<file path="src/rtl/y86_stage_sequencer.sv">
// Multi-cycle sequencer for the sequential Y86-64 core: walks each instruction
// through FETCH..PCUPD, strobes the stage enables and tracks processor status.
module y86_stage_sequencer #(
    parameter int CNT_W = 32
) (
    input  logic             clk,
    input  logic             reset,
    input  logic             start,
    input  logic [3:0]       icode,
    input  logic             imem_error,
    input  logic             mem_ready,
    input  logic             dmem_error,
    output logic             fetch_en,
    output logic             decode_en,
    output logic             execute_en,
    output logic             memory_en,
    output logic             writeback_en,
    output logic             pc_en,
    output logic             cc_write_en,
    output logic             mem_read,
    output logic             mem_write,
    output logic [2:0]       stat,
    output logic             busy,
    output logic [CNT_W-1:0] cycle_count,
    output logic [CNT_W-1:0] instr_count
);

    typedef enum logic [2:0] {
        IDLE, FETCH, DECODE, EXECUTE, MEMORY, WRITEBACK, PCUPD, HALT
    } state_t;

    localparam logic [2:0] STAT_AOK = 3'd1;
    localparam logic [2:0] STAT_HLT = 3'd2;
    localparam logic [2:0] STAT_ADR = 3'd3;
    localparam logic [2:0] STAT_INS = 3'd4;

    state_t     state, state_d;
    logic [3:0] icode_q, icode_d;
    logic [2:0] stat_d;
    logic       fetch_d, decode_d, execute_d, memory_d, writeback_d, pc_d;
    logic       cc_d, rd_d, wr_d, busy_d;
    logic       cur_rd, cur_wr;

    function automatic logic is_rd(input logic [3:0] c);
        return (c == 4'h5) || (c == 4'h9) || (c == 4'hB);
    endfunction

    function automatic logic is_wr(input logic [3:0] c);
        return (c == 4'h4) || (c == 4'h8) || (c == 4'hA);
    endfunction

    function automatic logic is_wb(input logic [3:0] c);
        return (c == 4'h2) || (c == 4'h3) || (c == 4'h5) || (c == 4'h6) ||
               (c == 4'h8) || (c == 4'h9) || (c == 4'hA) || (c == 4'hB);
    endfunction

    assign cur_rd = is_rd(icode_q);
    assign cur_wr = is_wr(icode_q);

    // State, icode latch, counters and the registered outputs share one edge.
    always_ff @(posedge clk) begin
        if (reset) begin
            state        <= IDLE;
            icode_q      <= 4'h0;
            stat         <= STAT_AOK;
            fetch_en     <= 1'b0;
            decode_en    <= 1'b0;
            execute_en   <= 1'b0;
            memory_en    <= 1'b0;
            writeback_en <= 1'b0;
            pc_en        <= 1'b0;
            cc_write_en  <= 1'b0;
            mem_read     <= 1'b0;
            mem_write    <= 1'b0;
            busy         <= 1'b0;
            cycle_count  <= '0;
            instr_count  <= '0;
        end else begin
            state        <= state_d;
            icode_q      <= icode_d;
            stat         <= stat_d;
            fetch_en     <= fetch_d;
            decode_en    <= decode_d;
            execute_en   <= execute_d;
            memory_en    <= memory_d;
            writeback_en <= writeback_d;
            pc_en        <= pc_d;
            cc_write_en  <= cc_d;
            mem_read     <= rd_d;
            mem_write    <= wr_d;
            busy         <= busy_d;
            if (state != IDLE && state != HALT)
                cycle_count <= cycle_count + 1'b1;
            if (state == PCUPD)
                instr_count <= instr_count + 1'b1;
        end
    end

    always_comb begin
        state_d = state;
        stat_d  = stat;
        icode_d = icode_q;
        unique case (state)
            IDLE:    if (start) state_d = FETCH;
            FETCH: begin
                icode_d = icode;
                if (imem_error) begin
                    state_d = HALT;
                    stat_d  = STAT_ADR;
                end else if (icode > 4'hB) begin
                    state_d = HALT;
                    stat_d  = STAT_INS;
                end else if (icode == 4'h0) begin
                    state_d = HALT;
                    stat_d  = STAT_HLT;
                end else begin
                    state_d = DECODE;
                end
            end
            DECODE:  state_d = EXECUTE;
            EXECUTE: state_d = MEMORY;
            MEMORY: begin
                if (!(cur_rd || cur_wr)) begin
                    state_d = WRITEBACK;
                end else if (mem_ready) begin
                    if (dmem_error) begin
                        state_d = HALT;
                        stat_d  = STAT_ADR;
                    end else begin
                        state_d = WRITEBACK;
                    end
                end
            end
            WRITEBACK: state_d = PCUPD;
            PCUPD:     state_d = FETCH;
            HALT:      state_d = HALT;
            default:   state_d = IDLE;
        endcase
    end

    // Outputs are decoded from the upcoming state so the registered strobe
    // lines up with the cycle actually spent in that state.
    always_comb begin
        fetch_d     = (state_d == FETCH);
        decode_d    = (state_d == DECODE);
        execute_d   = (state_d == EXECUTE);
        memory_d    = (state_d == MEMORY);
        writeback_d = (state_d == WRITEBACK) && is_wb(icode_d);
        pc_d        = (state_d == PCUPD);
        cc_d        = (state_d == EXECUTE) && (icode_d == 4'h6);
        rd_d        = (state_d == MEMORY) && is_rd(icode_d);
        wr_d        = (state_d == MEMORY) && is_wr(icode_d);
        busy_d      = (state_d != IDLE) && (state_d != HALT);
    end

endmodule
</file>
<file path="config.mk">
export PLATFORM = sky130hd
export DESIGN_NAME = y86_stage_sequencer
export DESIGN_NICKNAME = d
export VERILOG_FILES = /design/src/rtl/y86_stage_sequencer.sv
export SDC_FILE = /design/constraint.sdc
export NUM_CORES = 1
export LEC_CHECK = 0
export ABC_AREA = 1
export CAP_MARGIN = 20
export CORE_ASPECT_RATIO = 0.5
export CORE_UTILIZATION = 30
export DETAILED_ROUTE_END_ITERATION = 8
export HOLD_SLACK_MARGIN = 0.03
export PLACE_DENSITY = 0.51
export SLEW_MARGIN = 15
export SYNTH_ARGS = -nofsm -noshare
export SYNTH_HDL_FRONTEND = slang
export SYNTH_SLANG_ARGS = --single-unit
export TNS_END_PERCENT = 5
</file>
<file path="constraint.sdc">
create_clock -name clk -period 2.9 [get_ports clk]
set_input_delay 0.725 -clock clk [delete_from_list [all_inputs] [get_ports clk]]
set_output_delay 0.725 -clock clk [all_outputs]
set_load 0.005 [all_outputs]
</file>
==> run metrics <==
pin count of the biggest net entering global routing=40; CTS Buf Count=9; Leak=0.00217 uW; Max VDD drop=326 uV; worst path cell trace=clkdlybuf4s50_1; CP peak stage delay=590 ps; antenna violations before repair=0; hold_buf cts=0; syn nets=705; result of the run=finished clean; vias per cell=4.51; H-tree lvl count=3; met2 Use GR=27.5%; Syn Inst Count=693; post-synthesis sequential area ratio=37.6%; Worst Setup SP=cycle_count[16]; Power Total=3500 uW; CTS resizes=0; Hold Slack=475 ps; Layout Nets=794; gpl congestion=0.856; Worst EP required=2170 ps; kind of end point of the critical path=primary output; worst r2r src=instr_count[0]; drt first pass iters=4; Root Buffer=clkbuf_16; CTS tree=built; most common cell after layout, fill and taps aside=nand2_1; initial core utilization=30.8%; post-CTS setup buffer count=0; Worst Path Max Fanout=8; Clock transition at path regs=60 ps; vias in the first global route=4114; DR iter-0 viols=245; # IOs=87; post-layout minimum cycle time=2170 ps; antenna fix cells=0; routing usage on met1=21.6%; Slew @ Worst Pin=578 ps; Detail Placement HPWL=9260 um; Hold Crit Class=reg2reg; Rows=31; FF/Latch Area=1680 sq um; library cells used by synthesis=41; Syn-to-layout area delta=31.2%; commonest non-fill, non-tap cells in the layout=195 x nand2_1, 134 x nor2_1, 86 x clkdlybuf4s50_1; clock buffer depth=2; Layout Cells excl Fill=985; average cell area after synthesis=6.45 sq um; slowest CP cell=clkdlybuf4s50_1; post-route ant nets=0; GR peak layer=met2; Hold Crit Start=stat[1]; die area=15400 sq um; Clock Latency Late Sink=330 ps; Ys Warns=0; placed cells=969; core box area=14500 sq um; GRT Residual Overflow=0; PwrDens=597 nW/um^2; Die W=175 um; Pins Over Slew Limit=0; clock sink count=84; GRT Total Usage=16.4%; Fillers=1577; Setup CP Type=reg2out; Place WS=685 ps; wire per inst=12.4 um; Post-Syn Area=4470 sq um; max_slew headroom=61.4%; RSZ-0062 raised after global routing=false; drt total wl=12300 um; setup tns final=0 ps; fin crit share=74.8%; via count=4439; clock skew=11.4 ps; Max-Cap Viols=0; area of the multi-input gates=2420 sq um; DRC=0; Final Hold Fails=0; post-synthesis register bit count=84; final setup fails=0; global-route wire length before repair=20100 um; CP Buf/Inv Count=1; Highest Clock Rate=0.461 GHz; layout cells sized above 1=6.73%; IO buf count=86; chip height=88.3 um; met3 Resource Use GR=3.52%; startpoint types=flip-flop; final worst slack=730 ps; critical path's top delay family=buffers and inverters; Arrival @ worst endpoint=1440 ps
cell usage after synthesis (all sizes together):
master	n	share of area [%]
nand2	203	18
nor2	146	14
dfxtp	84	38
inv	81	6.9
nand3	47	5.7
a21oi	30	3.4
o21ai	28	3.1
nand4	15	2.6
nor3	15	2.1
xor2	8	1.6
clkbuf	6	0.50
buf	5	0.78
nor3b	5	0.84
xnor2	4	0.78
o21bai	3	0.50
ha	2	0.56
nor4	2	0.28
o21a	2	0.34
or2	2	0.28
a31oi	1	0.14
and2	1	0.14
and3	1	0.14
nand3b	1	0.17
o211ai	1	0.17
worst paths after layout:
check	endpoint	slack, ps	depth (start not counted)
worst max register to register	instr_count[28]	1120	9
worst max-delay path	cycle_count[16]	730	1
worst min-delay path	stat[1]	470	2
worst min register to register	stat[1]	470	2
cells by family after synthesis:
logic type	synth area share (%)
AND/OR/NAND/NOR	43.6
adder cells (fa/ha/maj)	0.560
flip-flops	37.6
AO/OA/AOI/OAI	7.64
XOR/XNOR	2.35
buffers and inverters	8.20
layer usage:
metal | wire length, um | vias up | part of all wire (%)
met4 | 126 | 0 | 1.0
li1 | - | 2366 | -
met2 | 5500 | 71 | 45
met5 | 0 | - | 0
met3 | 391 | 9 | 3.2
met1 | 6230 | 1993 | 51
registers in the layout, indices dropped and copies added, names as in the netlist, 3 cells and up:
signal	count
icode_q	4
cycle_count	32
instr_count	32
state	3
stat	3
metrics by stage:
step / cell area, sq um / utilization, %
2_1_floorplan: 4470 / -
3_3_place_gp: 5540 / 38.2
3_5_place_dp: 5540 / 38.2
4_1_cts: 5870 / 40.4
5_1_grt: 5870 / 40.4
6_report: 5870 / 40.4
layout make-up:
cell class	instances	area share, %
clock buffer	13	4.78
tap	198	4.22
inverter	81	5.27
sequential	84	28.7
clock inverter	3	0.725
timing repair buffer	89	15.1
multi-input combinational	517	41.3
worst min-delay path: cells and delay by family (launching register included):
family          cells  cell delay, ps
simple gates        1              60
compound gates      1              50
flops               1             320
power breakdown:
group	internal [uW]	switching [uW]	leakage (uW)
clock	761	466	0.000158
sequential	1260	117	0.000679
combinational	326	573	0.00133
(Power assumes the default switching activity.)
